===== src/rtl/hazard_control_unit_if.sv =====
// hazard_control_unit_if: pipeline-to-hazard-unit signal bundle
interface hazard_control_unit_if #(
  parameter int CNT_W = 16
);
  logic [4:0]       IF_ID_Rs1;
  logic [4:0]       IF_ID_Rs2;
  logic             ID_uses_rs1;
  logic             ID_uses_rs2;
  logic [4:0]       ID_EX_Rd;
  logic             ID_EX_MemRead;
  logic             EX_branch_taken;
  logic             mem_req;
  logic             mem_ready;
  logic             pc_write;
  logic             if_id_write;
  logic             if_id_flush;
  logic             id_ex_flush;
  logic             ex_mem_write;
  logic             mem_wb_bubble;
  logic             mem_timeout_err;
  logic [CNT_W-1:0] load_use_cnt;
  logic [CNT_W-1:0] mem_wait_cnt;
  logic [CNT_W-1:0] flush_cnt;
  modport master (
    output IF_ID_Rs1, IF_ID_Rs2, ID_uses_rs1, ID_uses_rs2, ID_EX_Rd, ID_EX_MemRead,
           EX_branch_taken, mem_req, mem_ready,
    input  pc_write, if_id_write, if_id_flush, id_ex_flush, ex_mem_write, mem_wb_bubble,
           mem_timeout_err, load_use_cnt, mem_wait_cnt, flush_cnt
  );
  modport slave (
    input  IF_ID_Rs1, IF_ID_Rs2, ID_uses_rs1, ID_uses_rs2, ID_EX_Rd, ID_EX_MemRead,
           EX_branch_taken, mem_req, mem_ready,
    output pc_write, if_id_write, if_id_flush, id_ex_flush, ex_mem_write, mem_wb_bubble,
           mem_timeout_err, load_use_cnt, mem_wait_cnt, flush_cnt
  );
endinterface


===== src/rtl/hazard_control_unit.sv =====
// hazard_control_unit: load-use stall, memory freeze and branch flush control with stall counters
module hazard_control_unit #(
  parameter int MEM_TIMEOUT = 64,
  parameter int CNT_W       = 16
) (
  input logic                 clk,
  input logic                 rst_n,
  hazard_control_unit_if.slave bus
);
  localparam int WW = $clog2(MEM_TIMEOUT + 1);
  typedef enum logic {RUN, MEM_WAIT} state_t;
  state_t        state;
  logic [WW-1:0] wait_ctr;
  logic [WW-1:0] wait_base;
  logic          freeze;
  logic          flush;
  logic          load_use;
  logic          rs_match;
  assign freeze    = bus.mem_req && !bus.mem_ready;
  assign flush     = !freeze && bus.EX_branch_taken;
  assign rs_match  = (bus.ID_uses_rs1 && bus.ID_EX_Rd == bus.IF_ID_Rs1) ||
                     (bus.ID_uses_rs2 && bus.ID_EX_Rd == bus.IF_ID_Rs2);
  assign load_use  = !freeze && !bus.EX_branch_taken && bus.ID_EX_MemRead &&
                     bus.ID_EX_Rd != 5'd0 && rs_match;
  assign wait_base = state == MEM_WAIT ? wait_ctr : '0;
  // Priority-ordered pipeline controls; reset holds every output at its default
  always_comb begin
    bus.pc_write      = !(rst_n && (freeze || load_use));
    bus.if_id_write   = !(rst_n && (freeze || load_use));
    bus.ex_mem_write  = !(rst_n && freeze);
    bus.mem_wb_bubble = rst_n && freeze;
    bus.if_id_flush   = rst_n && flush;
    bus.id_ex_flush   = rst_n && (flush || load_use);
  end
  // Wait FSM, consecutive-freeze timer, sticky timeout flag and saturating event counters
  always_ff @(posedge clk) begin
    if (!rst_n) begin
      state               <= RUN;
      wait_ctr            <= '0;
      bus.mem_timeout_err <= 1'b0;
      bus.load_use_cnt    <= '0;
      bus.mem_wait_cnt    <= '0;
      bus.flush_cnt       <= '0;
    end else begin
      state    <= freeze ? MEM_WAIT : RUN;
      wait_ctr <= !freeze ? '0 : wait_base == WW'(MEM_TIMEOUT) ? wait_base : wait_base + 1'b1;
      if (freeze && wait_base >= WW'(MEM_TIMEOUT - 1)) bus.mem_timeout_err <= 1'b1;
      if (load_use && ~&bus.load_use_cnt) bus.load_use_cnt <= bus.load_use_cnt + 1'b1;
      if (freeze && ~&bus.mem_wait_cnt) bus.mem_wait_cnt <= bus.mem_wait_cnt + 1'b1;
      if (flush && ~&bus.flush_cnt) bus.flush_cnt <= bus.flush_cnt + 1'b1;
    end
  end
endmodule


===== src/flat_wrapper.sv =====
// flat-port wrapper written by rule: the top's interface ports become plain ports
module hazard_control_unit_flat 
#(
  parameter int MEM_TIMEOUT = 64,
  parameter int CNT_W       = 16
)
  (clk, rst_n, bus_IF_ID_Rs1, bus_IF_ID_Rs2, bus_ID_uses_rs1, bus_ID_uses_rs2, bus_ID_EX_Rd, bus_ID_EX_MemRead, bus_EX_branch_taken, bus_mem_req, bus_mem_ready, bus_pc_write, bus_if_id_write, bus_if_id_flush, bus_id_ex_flush, bus_ex_mem_write, bus_mem_wb_bubble, bus_mem_timeout_err, bus_load_use_cnt, bus_mem_wait_cnt, bus_flush_cnt);
  hazard_control_unit_if #(.CNT_W(CNT_W)) bus_i ();
  input logic clk;
  input logic rst_n;
  input wire logic [$bits(bus_i.IF_ID_Rs1)-1:0] bus_IF_ID_Rs1;
  input wire logic [$bits(bus_i.IF_ID_Rs2)-1:0] bus_IF_ID_Rs2;
  input wire logic [$bits(bus_i.ID_uses_rs1)-1:0] bus_ID_uses_rs1;
  input wire logic [$bits(bus_i.ID_uses_rs2)-1:0] bus_ID_uses_rs2;
  input wire logic [$bits(bus_i.ID_EX_Rd)-1:0] bus_ID_EX_Rd;
  input wire logic [$bits(bus_i.ID_EX_MemRead)-1:0] bus_ID_EX_MemRead;
  input wire logic [$bits(bus_i.EX_branch_taken)-1:0] bus_EX_branch_taken;
  input wire logic [$bits(bus_i.mem_req)-1:0] bus_mem_req;
  input wire logic [$bits(bus_i.mem_ready)-1:0] bus_mem_ready;
  output wire logic [$bits(bus_i.pc_write)-1:0] bus_pc_write;
  output wire logic [$bits(bus_i.if_id_write)-1:0] bus_if_id_write;
  output wire logic [$bits(bus_i.if_id_flush)-1:0] bus_if_id_flush;
  output wire logic [$bits(bus_i.id_ex_flush)-1:0] bus_id_ex_flush;
  output wire logic [$bits(bus_i.ex_mem_write)-1:0] bus_ex_mem_write;
  output wire logic [$bits(bus_i.mem_wb_bubble)-1:0] bus_mem_wb_bubble;
  output wire logic [$bits(bus_i.mem_timeout_err)-1:0] bus_mem_timeout_err;
  output wire logic [$bits(bus_i.load_use_cnt)-1:0] bus_load_use_cnt;
  output wire logic [$bits(bus_i.mem_wait_cnt)-1:0] bus_mem_wait_cnt;
  output wire logic [$bits(bus_i.flush_cnt)-1:0] bus_flush_cnt;
  assign bus_i.IF_ID_Rs1 = bus_IF_ID_Rs1;
  assign bus_i.IF_ID_Rs2 = bus_IF_ID_Rs2;
  assign bus_i.ID_uses_rs1 = bus_ID_uses_rs1;
  assign bus_i.ID_uses_rs2 = bus_ID_uses_rs2;
  assign bus_i.ID_EX_Rd = bus_ID_EX_Rd;
  assign bus_i.ID_EX_MemRead = bus_ID_EX_MemRead;
  assign bus_i.EX_branch_taken = bus_EX_branch_taken;
  assign bus_i.mem_req = bus_mem_req;
  assign bus_i.mem_ready = bus_mem_ready;
  assign bus_pc_write = bus_i.pc_write;
  assign bus_if_id_write = bus_i.if_id_write;
  assign bus_if_id_flush = bus_i.if_id_flush;
  assign bus_id_ex_flush = bus_i.id_ex_flush;
  assign bus_ex_mem_write = bus_i.ex_mem_write;
  assign bus_mem_wb_bubble = bus_i.mem_wb_bubble;
  assign bus_mem_timeout_err = bus_i.mem_timeout_err;
  assign bus_load_use_cnt = bus_i.load_use_cnt;
  assign bus_mem_wait_cnt = bus_i.mem_wait_cnt;
  assign bus_flush_cnt = bus_i.flush_cnt;
  hazard_control_unit #(.MEM_TIMEOUT(MEM_TIMEOUT), .CNT_W(CNT_W)) u_core (.clk(clk), .rst_n(rst_n), .bus(bus_i));
endmodule

===== config.mk =====
export PLATFORM = sky130hd
export DESIGN_NAME = hazard_control_unit_flat
export DESIGN_NICKNAME = d
export VERILOG_FILES = /design/src/rtl/hazard_control_unit_if.sv /design/src/rtl/hazard_control_unit.sv /design/src/flat_wrapper.sv
export SDC_FILE = /design/constraint.sdc
export NUM_CORES = 1
export LEC_CHECK = 0
export ABC_AREA = 1
export BUFFER_PORTS_ARGS = -buffer_cell sky130_fd_sc_hd__buf_2
export CAP_MARGIN = 25
export CORE_MARGIN = 4
export CORE_UTILIZATION = 45
export DETAILED_ROUTE_END_ITERATION = 12
export PLACE_DENSITY = 0.64
export SLEW_MARGIN = 20
export SYNTH_ARGS = -nofsm -noshare
export SYNTH_HDL_FRONTEND = slang
export SYNTH_SLANG_ARGS = --single-unit

===== constraint.sdc =====
create_clock -name clk -period 2.05 [get_ports clk]
set_input_delay 0.41 -clock clk [delete_from_list [all_inputs] [get_ports clk]]
set_output_delay 0.41 -clock clk [all_outputs]
set_load 0.1 [all_outputs]

==> summary.log <==
qor: status.outcome finished clean
qor: pwr.power.clock.fraction 0.441
qor: detailed_routing.postRouteAntennaNets 0
qor: cts.clock_buffer_depth 2
qor: synth.synth_warnings 0
qor: synth.most_area_consuming_cells_after_synthesis dfxtp_1, nand2_1, nor2_1
qor: synth.synth_top_flop_cell dfxtp_1
qor: cts.cts_hold_buffers 0
qor: synth.largest_family_of_logic_cells_by_synthesized_area simple AND/OR/NAND/NOR gates
qor: cts.clkLatencyLatePin 0.34 ns
qor: floorplanning.top_level_ports 78
qor: pwr.peak_supply_drop 0.0003157 V
qor: detailed_routing.drt_first_pass_iters 4
qor: timing.setup_repair_after_global_routing_missed_its_margin false
qor: global_routing.first_global_vias 3212
qor: worst_setup_path.path_cells buf_2 -> nor3_1 -> nand3_1 -> nand2_1 -> inv_2 -> nand2_4 -> inv_4 -> o21ai_4 -> buf_12
qor: detailed_routing.post_drt_wl_per_cell 11.21 um
qor: detailed_routing.dr_drc_count 0
qor: worst_setup_path.timing.critical_path.max_delay_family simple AND/OR/NAND/NOR gates
qor: floorplanning.initial_core_util 0.4668
qor: synth.synth-compound-area-share 0.07459
qor: synth.post_synth_most_frequent_cells nand2_1, nor2_1, inv_1
qor: timing.final_max_slew_viol_count 0
qor: place.numPortBuffers 77
qor: finish.areaGrowthSynthToFinish 25.08%
qor: pwr.internal_power 1.863 mW
qor: synth.count_of_unique_library_cells_instantiated_by_yosys 31
qor: worst_setup_path.reg2reg_setup_slack 0.38 ns
qor: worst_setup_path.worst-endpoint-arrival 1.55 ns
qor: global_routing.total_gr_overflow 0
qor: pwr.psw 0.6780 mW
qor: synth.async_reset_ff_frac 0
qor: pwr.p_per_area 593.8 nW/um^2
qor: cts.cts_post_setup_buffers_inserted 0
qor: synth.synth.mux.area_fraction 0
qor: cts.clockRootBuffer clkbuf_8
qor: detailed_routing.drt_iter0_markers 130
qor: timing.timing_worst_slew_pin_value 0.4983 ns
qor: synth.sequential_share_of_the_synthesized_area 0.3335
qor: global_routing.pin_count_of_the_biggest_net_entering_global_routing 32
qor: worst_setup_path.crit_type in -> out
qor: detailed_routing.detailroute.via_count 3509
qor: finish.fin_area 4280 um^2
qor: synth.yosys.area_share.adder 0.01828
qor: synth.synth_nets 571
qor: place.globalplace.congestion 0.8238
qor: worst_setup_path.worstSetupEndpointType primary output
qor: worst_hold_path.worstHoldPathType reg -> reg
qor: pwr.cellLeakagePower 1.935 nW
qor: finish.finalNetCount 654
qor: synth.yosys.cell_count.top_type nand2_1
qor: detailed_routing.routed_via_density 4.807
qor: timing.finalSetupViolCount 0
qor: finish.filler_cell_count 711
qor: synth.synth.ff_latch_count 57
qor: detailed_routing.postRouteWirelength 8181 um
qor: floorplanning.chip_width 95.21 um
qor: floorplanning.fp.dieArea 9064 um^2
qor: synth.syn_avg_cell_area 6.302 um^2
qor: cts.tritoncts built
qor: synth.synth_top_cell_area_share 0.3335
qor: timing.fmax 510.8 MHz
qor: cts.path_clk_slew 0.07 ns
qor: worst_setup_path.critPathMaxStageDelay 0.22 ns
qor: floorplanning.floorplan.die.height 95.21 um
qor: finish.insertedDiodeCount 0
qor: timing.timing.slew.headroom 0.6701
qor: cts.htree_levels 3
qor: global_routing.antenna_found_initial 0
qor: global_routing.grt_pass1_wl 13910 um
qor: worst_setup_path.buffer_and_inverter_count_on_the_worst_path 4
qor: timing.min_period 1.958 ns
qor: synth.synth_simple_gate_area_frac 0.4420
qor: timing.layout_worst_path_cycle_share 0.9551
qor: place.dpl-instance-area 4073 um^2
qor: place.hpwl 6117 um
qor: synth.total_standard_cell_area_after_synthesis 3422 um^2
qor: cts.post_cts.resized_instances 0
qor: floorplanning.core_area 7331 um^2
qor: global_routing.gr-usage-all-layers 0.1906
qor: worst_setup_path.max_fanout_on_critical_path 4
qor: flow_run.maxCapViolations 0
qor: synth.synth-edff-count 0
qor: synth.syn_inst 543
qor: synth.synth_top_area_cell dfxtp_1
qor: finish.drive_gt1_frac 0.2631
qor: pwr.portion_of_total_power_attributed_to_combinational_logic 0.116
qor: pwr.totalPowerFinal 2.541 mW
qor: worst_setup_path.worstSetupStartpointType input pin
qor: worst_setup_path.worstPathRequired 1.64 ns
qor: cts.clock_sink_count 57
qor: pwr.power.share.sequential 0.443
qor: timing.finalClockSkew 0.006515 ns
qor: floorplanning.floorplan.rows 31
qor: cts.tritoncts.num_buffers 9
qor: pwr.p_sw_frac 0.2668
qor: synth.synth_xor_xnor_area_share 0.02815
qor: timing.report.final.hold_viol_count 0
qor: worst_setup_path.crit_path_top_delay_cell nor3_1
through the flow:
stage | worst slack, ns | cells | util | setup TNS [ns] | hold slack, ns
floorplan | -0.2665 | 543 | - | -1.104 | 0.5239
global placement | 0.1176 | 714 | 0.5556 | 0 | 0.4444
detailed placement | 0.09003 | 714 | 0.5556 | 0 | 0.4563
CTS | 0.08940 | 730 | 0.5839 | 0 | 0.4695
global route | 0.007494 | 730 | 0.5839 | 0 | 0.5012
finish | 0.09212 | 730 | 0.5839 | 0 | 0.4694
worst paths after layout:
path / from / end / cells past startpoint
setup / recovery: bus_ID_EX_Rd[3] / bus_pc_write / 9
hold / removal: u_core.bus.flush_cnt[4] / u_core.bus.flush_cnt[4] / 2
setup reg to reg: u_core.bus.mem_wait_cnt[0] / u_core.bus.mem_wait_cnt[10] / 9
hold reg to reg: u_core.bus.flush_cnt[4] / u_core.bus.flush_cnt[4] / 2
state kept, by name, indices dropped and copies added, names as in the netlist:
register	count
u_core.bus.mem_wait_cnt	16
u_core.state	1
u_core.bus.flush_cnt	16
u_core.bus.mem_timeout_err	1
u_core.bus.load_use_cnt	16
u_core.wait_ctr	7
routing by layer:
layer  vias to the layer above  GRT usage  share of wire
met3                        12    0.05209          0.051
met1                      1540     0.2352           0.47
li1                       1882          -              -
met4                         0    0.07332          0.014
met5                         -          0              0
met2                        75     0.3149           0.46
kinds of logic after synthesis:
kind of cell	after synthesis
xor gates and xnor gates	11
buffers and inverters	85
adders and majority gates	5
AOI/OAI and AO/OA	46
DFF	57
and+or+nand+nor	339
tightest hold or removal path, cell delays in order (launching register included):
cell	delay, ns
dfxtp_2	0.34
inv_1	0.05
a21oi_1	0.05
cell type report:
class,instances,area [um^2],area share
Multi-Input combinational cell,401,1964,0.4589
Inverter,71,271.5,0.06343
Timing Repair Buffer,86,555.5,0.1298
Clock inverter,2,35.03,0.008185
Tap cell,99,123.9,0.02894
Sequential cell,57,1157,0.2704
Clock buffer,14,172.7,0.04034
power groups by stage:
| stage | registers [mW] | clock network [mW] | logic (mW) |
|---|---|---|---|
| after floorplan | 1.20 | 0 | 0.161 |
| after global placement | 1.15 | 0 | 0.292 |
| after CTS | 1.13 | 1.17 | 0.297 |
| after detailed placement | 1.15 | 0 | 0.296 |
| final | 1.13 | 1.12 | 0.295 |
| after global routing | 1.13 | 1.21 | 0.320 |
cells in the final DEF (no fill, tap or decap), types with 7 or more instances in the layout:
| cell type | count |
|---|---|
| nand2_1 | 158 |
| nor2_1 | 82 |
| buf_2 | 71 |
| inv_1 | 56 |
| dfxtp_1 | 44 |
| nand3_1 | 35 |
| a21oi_1 | 23 |
| nand4_1 | 17 |
| nor3_1 | 13 |
| nor2_2 | 13 |
| o21ai_0 | 13 |
| dfxtp_2 | 13 |
| inv_2 | 12 |
| clkbuf_8 | 12 |
| xnor2_1 | 8 |
| buf_4 | 8 |
| buf_12 | 7 |
Note: power is estimated with default switching activity, not from simulation.
